==> src/rtl/alu_seq_if.sv <==
// alu_seq_if: request/response handshake bundle for alu_seq.
interface alu_seq_if #(parameter int XLEN = 32);
  logic            in_valid, in_ready, out_valid, out_ready, zero;
  logic [4:0]      op;
  logic [XLEN-1:0] a, b, result;
  modport master(output in_valid, op, a, b, out_ready, input in_ready, out_valid, result, zero);
  modport slave(input in_valid, op, a, b, out_ready, output in_ready, out_valid, result, zero);
endinterface

==> src/rtl/alu_seq.sv <==
// alu_seq: sequential ALU with single-cycle ops, shift-add multiply and restoring divide.
module alu_seq #(parameter int XLEN = 32) (
  input logic clk,
  input logic reset,
  alu_seq_if.slave bus
);
  localparam int LW = $clog2(XLEN);
  localparam int CW = LW + 1;
  typedef enum logic [1:0] {IDLE, MUL, DIV, DONE} state_t;
  state_t            r_state;
  logic              r_op0, r_op2, r_out_valid, r_zero;
  logic [XLEN-1:0]   r_a, r_b, r_result;
  logic [2*XLEN-1:0] r_acc;
  logic [CW-1:0]     r_cnt;
  logic              w_is_mul, w_is_div, w_last, w_sa, w_sb, w_dok;
  logic [XLEN-1:0]   w_alu, w_bm, w_ddiff, w_qs, w_rs, w_div_res, w_fin;
  logic [XLEN:0]     w_msum, w_dsh;
  logic [2*XLEN-1:0] w_mul_nx, w_div_nx;
  function automatic logic [XLEN-1:0] mag(input logic [XLEN-1:0] v, input logic s);
    return (s && v[XLEN-1]) ? -v : v;
  endfunction
  assign w_is_mul = bus.op == 5'h10 || bus.op == 5'h11;
  assign w_is_div = bus.op >= 5'h12 && bus.op <= 5'h15;
  always_comb begin
    w_alu = '0;
    case (bus.op)
      5'h00: w_alu = bus.a + bus.b;
      5'h01: w_alu = bus.a - bus.b;
      5'h02: w_alu = bus.a & bus.b;
      5'h03: w_alu = bus.a | bus.b;
      5'h04: w_alu = bus.a ^ bus.b;
      5'h05: w_alu = XLEN'($signed(bus.a) < $signed(bus.b));
      5'h06: w_alu = XLEN'(bus.a < bus.b);
      5'h07: w_alu = {bus.a[XLEN-1:12], 12'b0};
      5'h08: w_alu = bus.a + {bus.b[XLEN-1:12], 12'b0};
      5'h09: w_alu = {bus.b[XLEN-1:12], 12'b0};
      5'h0A: w_alu = bus.a << bus.b[LW-1:0];
      5'h0B: w_alu = $signed(bus.a) >>> bus.b[LW-1:0];
      5'h0C: w_alu = bus.a >> bus.b[LW-1:0];
      default: w_alu = '0;
    endcase
  end
  // multiply: multiplier sits in the low half and is consumed LSB first
  assign w_msum   = {1'b0, r_acc[2*XLEN-1:XLEN]} + (r_acc[0] ? {1'b0, r_a} : '0);
  assign w_mul_nx = {w_msum, r_acc[XLEN-1:1]};
  // divide: upper half is the partial remainder, lower half shifts dividend out / quotient in
  assign w_bm     = mag(r_b, !r_op0);
  assign w_dsh    = r_acc[2*XLEN-1:XLEN-1];
  assign w_dok    = w_dsh >= {1'b0, w_bm};
  assign w_ddiff  = w_dsh[XLEN-1:0] - w_bm;
  assign w_div_nx = w_dok ? {w_ddiff, r_acc[XLEN-2:0], 1'b1} : {r_acc[2*XLEN-2:0], 1'b0};
  assign w_sa      = !r_op0 && r_a[XLEN-1];
  assign w_sb      = !r_op0 && r_b[XLEN-1];
  assign w_qs      = (w_sa ^ w_sb) ? -w_div_nx[XLEN-1:0] : w_div_nx[XLEN-1:0];
  assign w_rs      = w_sa ? -w_div_nx[2*XLEN-1:XLEN] : w_div_nx[2*XLEN-1:XLEN];
  assign w_div_res = (r_b == '0) ? (r_op2 ? r_a : '1) : (r_op2 ? w_rs : w_qs);
  assign w_fin     = (r_state == MUL) ? (r_op0 ? w_mul_nx[2*XLEN-1:XLEN] : w_mul_nx[XLEN-1:0]) : w_div_res;
  assign w_last    = r_cnt == CW'(XLEN-1);
  always_ff @(posedge clk or posedge reset) begin
    if (reset) begin
      r_state     <= IDLE;
      r_out_valid <= 1'b0;
      r_result    <= '0;
      r_zero      <= 1'b1;
      r_cnt       <= '0;
      r_op0       <= 1'b0;
      r_op2       <= 1'b0;
      r_a         <= '0;
      r_b         <= '0;
      r_acc       <= '0;
    end else begin
      case (r_state)
        IDLE: if (bus.in_valid) begin
          r_op0 <= bus.op[0];
          r_op2 <= bus.op[2];
          r_a   <= bus.a;
          r_b   <= bus.b;
          r_cnt <= '0;
          if (w_is_mul) begin
            r_state <= MUL;
            r_acc   <= {{XLEN{1'b0}}, bus.b};
          end else if (w_is_div) begin
            r_state <= DIV;
            r_acc   <= {{XLEN{1'b0}}, mag(bus.a, !bus.op[0])};
          end else begin
            r_state     <= DONE;
            r_out_valid <= 1'b1;
            r_result    <= w_alu;
            r_zero      <= w_alu == '0;
          end
        end
        MUL, DIV: begin
          r_cnt <= r_cnt + CW'(1);
          r_acc <= (r_state == MUL) ? w_mul_nx : w_div_nx;
          if (w_last) begin
            r_state     <= DONE;
            r_out_valid <= 1'b1;
            r_result    <= w_fin;
            r_zero      <= w_fin == '0;
          end
        end
        DONE: if (bus.out_ready) begin
          r_state     <= IDLE;
          r_out_valid <= 1'b0;
        end
      endcase
    end
  end
  assign bus.in_ready  = r_state == IDLE;
  assign bus.out_valid = r_out_valid;
  assign bus.result    = r_result;
  assign bus.zero      = r_zero;
endmodule

==> src/flat_wrapper.sv <==
// flat-port wrapper written by rule: the top's interface ports become plain ports
module alu_seq_flat 
#(parameter int XLEN = 32)
  (clk, reset, bus_in_valid, bus_op, bus_a, bus_b, bus_out_ready, bus_in_ready, bus_out_valid, bus_result, bus_zero);
  alu_seq_if #(.XLEN(XLEN)) bus_i ();
  input logic clk;
  input logic reset;
  input wire logic [$bits(bus_i.in_valid)-1:0] bus_in_valid;
  input wire logic [$bits(bus_i.op)-1:0] bus_op;
  input wire logic [$bits(bus_i.a)-1:0] bus_a;
  input wire logic [$bits(bus_i.b)-1:0] bus_b;
  input wire logic [$bits(bus_i.out_ready)-1:0] bus_out_ready;
  output wire logic [$bits(bus_i.in_ready)-1:0] bus_in_ready;
  output wire logic [$bits(bus_i.out_valid)-1:0] bus_out_valid;
  output wire logic [$bits(bus_i.result)-1:0] bus_result;
  output wire logic [$bits(bus_i.zero)-1:0] bus_zero;
  assign bus_i.in_valid = bus_in_valid;
  assign bus_i.op = bus_op;
  assign bus_i.a = bus_a;
  assign bus_i.b = bus_b;
  assign bus_i.out_ready = bus_out_ready;
  assign bus_in_ready = bus_i.in_ready;
  assign bus_out_valid = bus_i.out_valid;
  assign bus_result = bus_i.result;
  assign bus_zero = bus_i.zero;
  alu_seq #(.XLEN(XLEN)) u_core (.clk(clk), .reset(reset), .bus(bus_i));
endmodule
==> config.mk <==
export PLATFORM = sky130hd
export DESIGN_NAME = alu_seq_flat
export DESIGN_NICKNAME = d
export VERILOG_FILES = /design/src/rtl/alu_seq_if.sv /design/src/rtl/alu_seq.sv /design/src/flat_wrapper.sv
export SDC_FILE = /design/constraint.sdc
export NUM_CORES = 1
export LEC_CHECK = 0
export ABC_AREA = 1
export BUFFER_PORTS_ARGS = -buffer_cell sky130_fd_sc_hd__buf_2
export CORE_MARGIN = 8
export CORE_UTILIZATION = 40
export DETAILED_ROUTE_END_ITERATION = 12
export PLACE_DENSITY_LB_ADDON = 0.12
export SETUP_SLACK_MARGIN = 0.15
export SLEW_MARGIN = 15
export SYNTH_ARGS = -nofsm -noshare
export SYNTH_HDL_FRONTEND = slang
export SYNTH_SLANG_ARGS = --single-unit
==> constraint.sdc <==
create_clock -name clk -period 8.7 [get_ports clk]
set_input_delay 0.435 -clock clk [delete_from_list [all_inputs] [get_ports clk]]
set_output_delay 0.435 -clock clk [all_outputs]
set_load 0.02 [all_outputs]
==> summary.md <==
| Metric | Value |
|---|---|
| Layout cell share with drive strength beyond 1 | 7.05% |
| GRT overflow | 0 |
| Unique masters post-synth | 62 |
| Most frequent cells after synthesis | 1227 x nand2_1, 596 x inv_1, 474 x o21ai_0, 451 x nor2_1, 334 x a21oi_1 |
| Place WS | about 0.95 ns |
| CTS H-tree lvls | 4 |
| Vias | between 30k and 40k |
| DP HPWL | 108000 um |
| Sink Count | between 150 and 200 |
| Fin cells | about 5.5k |
| CP arrival | around 8.3 ns |
| DR vias/cell | 5.93 |
| RSZ-0062 raised after global routing | false |
| Worst-path clk slew | around 0.1 ns |
| Post-CTS Hold Fix Bufs | 0 |
| Setup TNS | 0 ns |
| Routed wire length | roughly 140000 um |
| Power density cells | between 400 and 500 nW/um2 |
| WL/cell | between 20 and 25 um |
| Reg2Reg Launch Point | u_core.r_b[0]$_DFFE_PP0P_ |
| Critical path origin | u_core.r_b[0]$_DFFE_PP0P_ |
| Reg2reg setup slack | about 0.8 ns |
| DIE AREA | roughly 75000 um2 |
| Family with the most delay on the worst path | simple AND/OR/NAND/NOR gates |
| Startpoint types | flip-flop |
| Num CTS Buffers | 17 |
| ANT nets after route | 0 |
| Count leader, synth | nand2_1 |
| Global-route wire length before repair | 197000 um |
| Largest net degree at the start of global routing | 109 |
| Static Leakage | about 14 nW |
| Post-route cell area | roughly 28000 um2 |
| Crit-path max cell delay | approximately 0.49 ns |
| Seq cells post-synth | roughly 170 |
| Crit Path Class | flip-flop to flip-flop |
| Post-synth EDFFs | 0 |
| CTS resizes | 0 |
| Worst setup margin | between 0.8 and 0.9 ns |
| Clk_skew | about 0.023 ns |
| Yosys top cell area share | between 10% and 20% |
| Slew HR | about 17% |
| Mean post-synth cell area | ~5.7 um2 |
| Ranking of synthesized cells by area | nand2_1 17%, dfrtp_1 16%, o21ai_0 8.9% |
| Hold_ws | slightly below 0.03 ns |
| Sequential share of the synthesized area | 16.1% |
| Crit-path most repeated cell | nand2_1 |
| I/O pin total | between 100 and 150 |
| Critical path capture point type | flip-flop |
| Final Setup Violations | 0 |
| Height of the die | 274 um |
| Vias in the first global route | 30.0k |
| Cells after synthesis | ~4.7k |
| DRC viols | 0 |
| Starting Density | 40.5% |
| Tcrit/Tclk final | 90.6% |
| Synthesis warning total | 0 |
| Synthesis-to-finish area growth | 6.71% |
| Top_reg_cell synth | dfrtp_1 |
| Die width | 274 um |
| Post-synth top area cell | nand2_1 |
| Initial DRT Pass Iterations | 8 |
| Clock Latency Late Sink | 0.48 ns |
| RD Place Congestion | 1.05 |
| Mapped cell area | 26700 um2 |
| Required time worst endpoint | 9.12 ns |
| Asr flop ratio synth | 100% |
| Max Cap Violations | 0 |
| Max Slew Vio Count | 0 |
| Minimum clock period | between 7 and 8 ns |
| Slew of the pin with the lowest slew margin | 1.22 ns |
| Worst IR drop on VDD | about 0.00022 V |
| Worst-path maximum fanout | 9 |
| Nets@finish | approximately 4.9k |
| Syn Nets | 4904 |
| TritonCTS clock tree | done |
| Inst Count DP | approximately 5.5k |
| Initial antenna violation count | 2 |
| Row count | 94 |
| Max Root-Sink Buffers | 2 |
| FF-to-FF End | u_core.bus.zero$_DFFE_PP1P_ |
| Final Hold Fails | 0 |
| Core footprint | between 60000 and 70000 um2 |
| CTS Root Buffer Type | clkbuf_16 |
| Port bufs | about 110 |
| Crit-path slowest cell | or4_1 |
| CP Depth | between 40 and 50 |
| Postcts setup bufs | 0 |
| Post-DP Area | between 20000 and 30000 um2 |
| R2R depth | 41 |
| Max Fclk | 127 MHz |
| Total track usage | roughly 35% |
| Hold Crit Class | primary input to async pin |
| CP Buf/Inv Count | 6 |
| Status | finished clean |
| Initial DRC count | 4021 |
state kept, by name, indices dropped and copies added (netlist names):
register,count
u_core.bus.out_valid,1
u_core.bus.result,32
u_core.bus.zero,1
u_core.r_a,32
u_core.r_acc,64
u_core.r_b,32
u_core.r_cnt,6
u_core.r_op0,1
u_core.r_op2,1
u_core.r_state,2
cells by family (layout without fill, tap and decap cells):
group | after synthesis | after routing | synth area share (%)
AO/OA/AOI/OAI | 1173 | 1173 | 25.5
XOR/XNOR | 79 | 79 | 2.59
adder cells (fa/ha/maj) | 174 | 174 | 8.30
buffers and inverters | 840 | 809 | 12.1
flip-flops | 172 | 172 | 16.1
multiplexers | 11 | 11 | 0.413
other | 0 | 2 | 0
AND/OR/NAND/NOR | 2208 | 2208 | 34.9
worst reg2reg max path, delay by kind of cell, from the launching register on:
family / cells / cell delay [ns]
buffers and inverters: 6 / 0.62
xor gates and xnor gates: 1 / 0.17
and+or+nand+nor: 25 / 4.87
adders and majority gates: 2 / 0.64
AOI/OAI and AO/OA: 7 / 1.12
DFF: 1 / 0.42
per-stage QoR:
stage,power [mW],utilization [%]
global route,12.5,43.2
floorplan,7.69,-
global placement,10.5,42.2
CTS,11.3,43.2
detailed placement,10.5,42.2
finish,11.5,43.2
power breakdown:
part	switching [mW]	internal [mW]
Combinational	6.38	2.60
Clock	0.446	0.400
Sequential	0.552	1.17
how the worst max path moves through the flow:
stage and end:
3_5_place_dp u_core.bus.zero$_DFFE_PP1P_, 2_1_floorplan u_core.bus.zero$_DFFE_PP1P_, 3_3_place_gp u_core.bus.zero$_DFFE_PP1P_, 4_1_cts u_core.bus.zero$_DFFE_PP1P_, 6_report u_core.bus.zero$_DFFE_PP1P_, 5_1_grt u_core.bus.zero$_DFFE_PP1P_
area by class of cell:
| class | instances | area (um2) |
|---|---|---|
| Antenna cell | 2 | 5.00 |
| Inverter | 618 | 2330 |
| Multi-Input combinational cell | 3645 | 19200 |
| Fill cell | 7486 | 37400 |
| Tap cell | 864 | 1080 |
| Sequential cell | 172 | 4310 |
| Clock inverter | 15 | 208 |
| Clock buffer | 17 | 425 |
| Timing Repair Buffer | 159 | 926 |
cell usage in the layout, fill, tap and decap left out, types with 11 or more instances in the layout:
cell type	instances
a21oi_1	334
o21bai_1	20
a21boi_0	11
nand4_1	37
o211ai_1	40
mux2i_1	11
inv_1	592
o21ai_0	474
xnor2_1	20
o21a_1	14
nand3_2	13
inv_2	14
a32o_1	19
nor2_2	26
dfrtp_1	171
nand2_2	29
a21o_1	16
nand3_1	277
o2111ai_1	15
nor4_1	17
ha_1	168
buf_2	107
a221oi_1	17
xor2_1	59
a31oi_1	48
nor3_1	75
nor2_1	447
o22ai_1	42
or2_2	28
buf_4	52
clkbuf_16	17
o21ai_1	11
nand2_1	1225
o221ai_1	37
o31ai_1	38
routing by layer:
layer  GRT usage (%)  share of wire, %  vias up
li1                -                 -    15400
met1            45.1                41    15100
met2            55.0                44     1695
met3            4.44               8.6      350
met4            19.1               6.5        0
met5               0                 0        -
No activity file was read; power rests on OpenSTA's default activity.
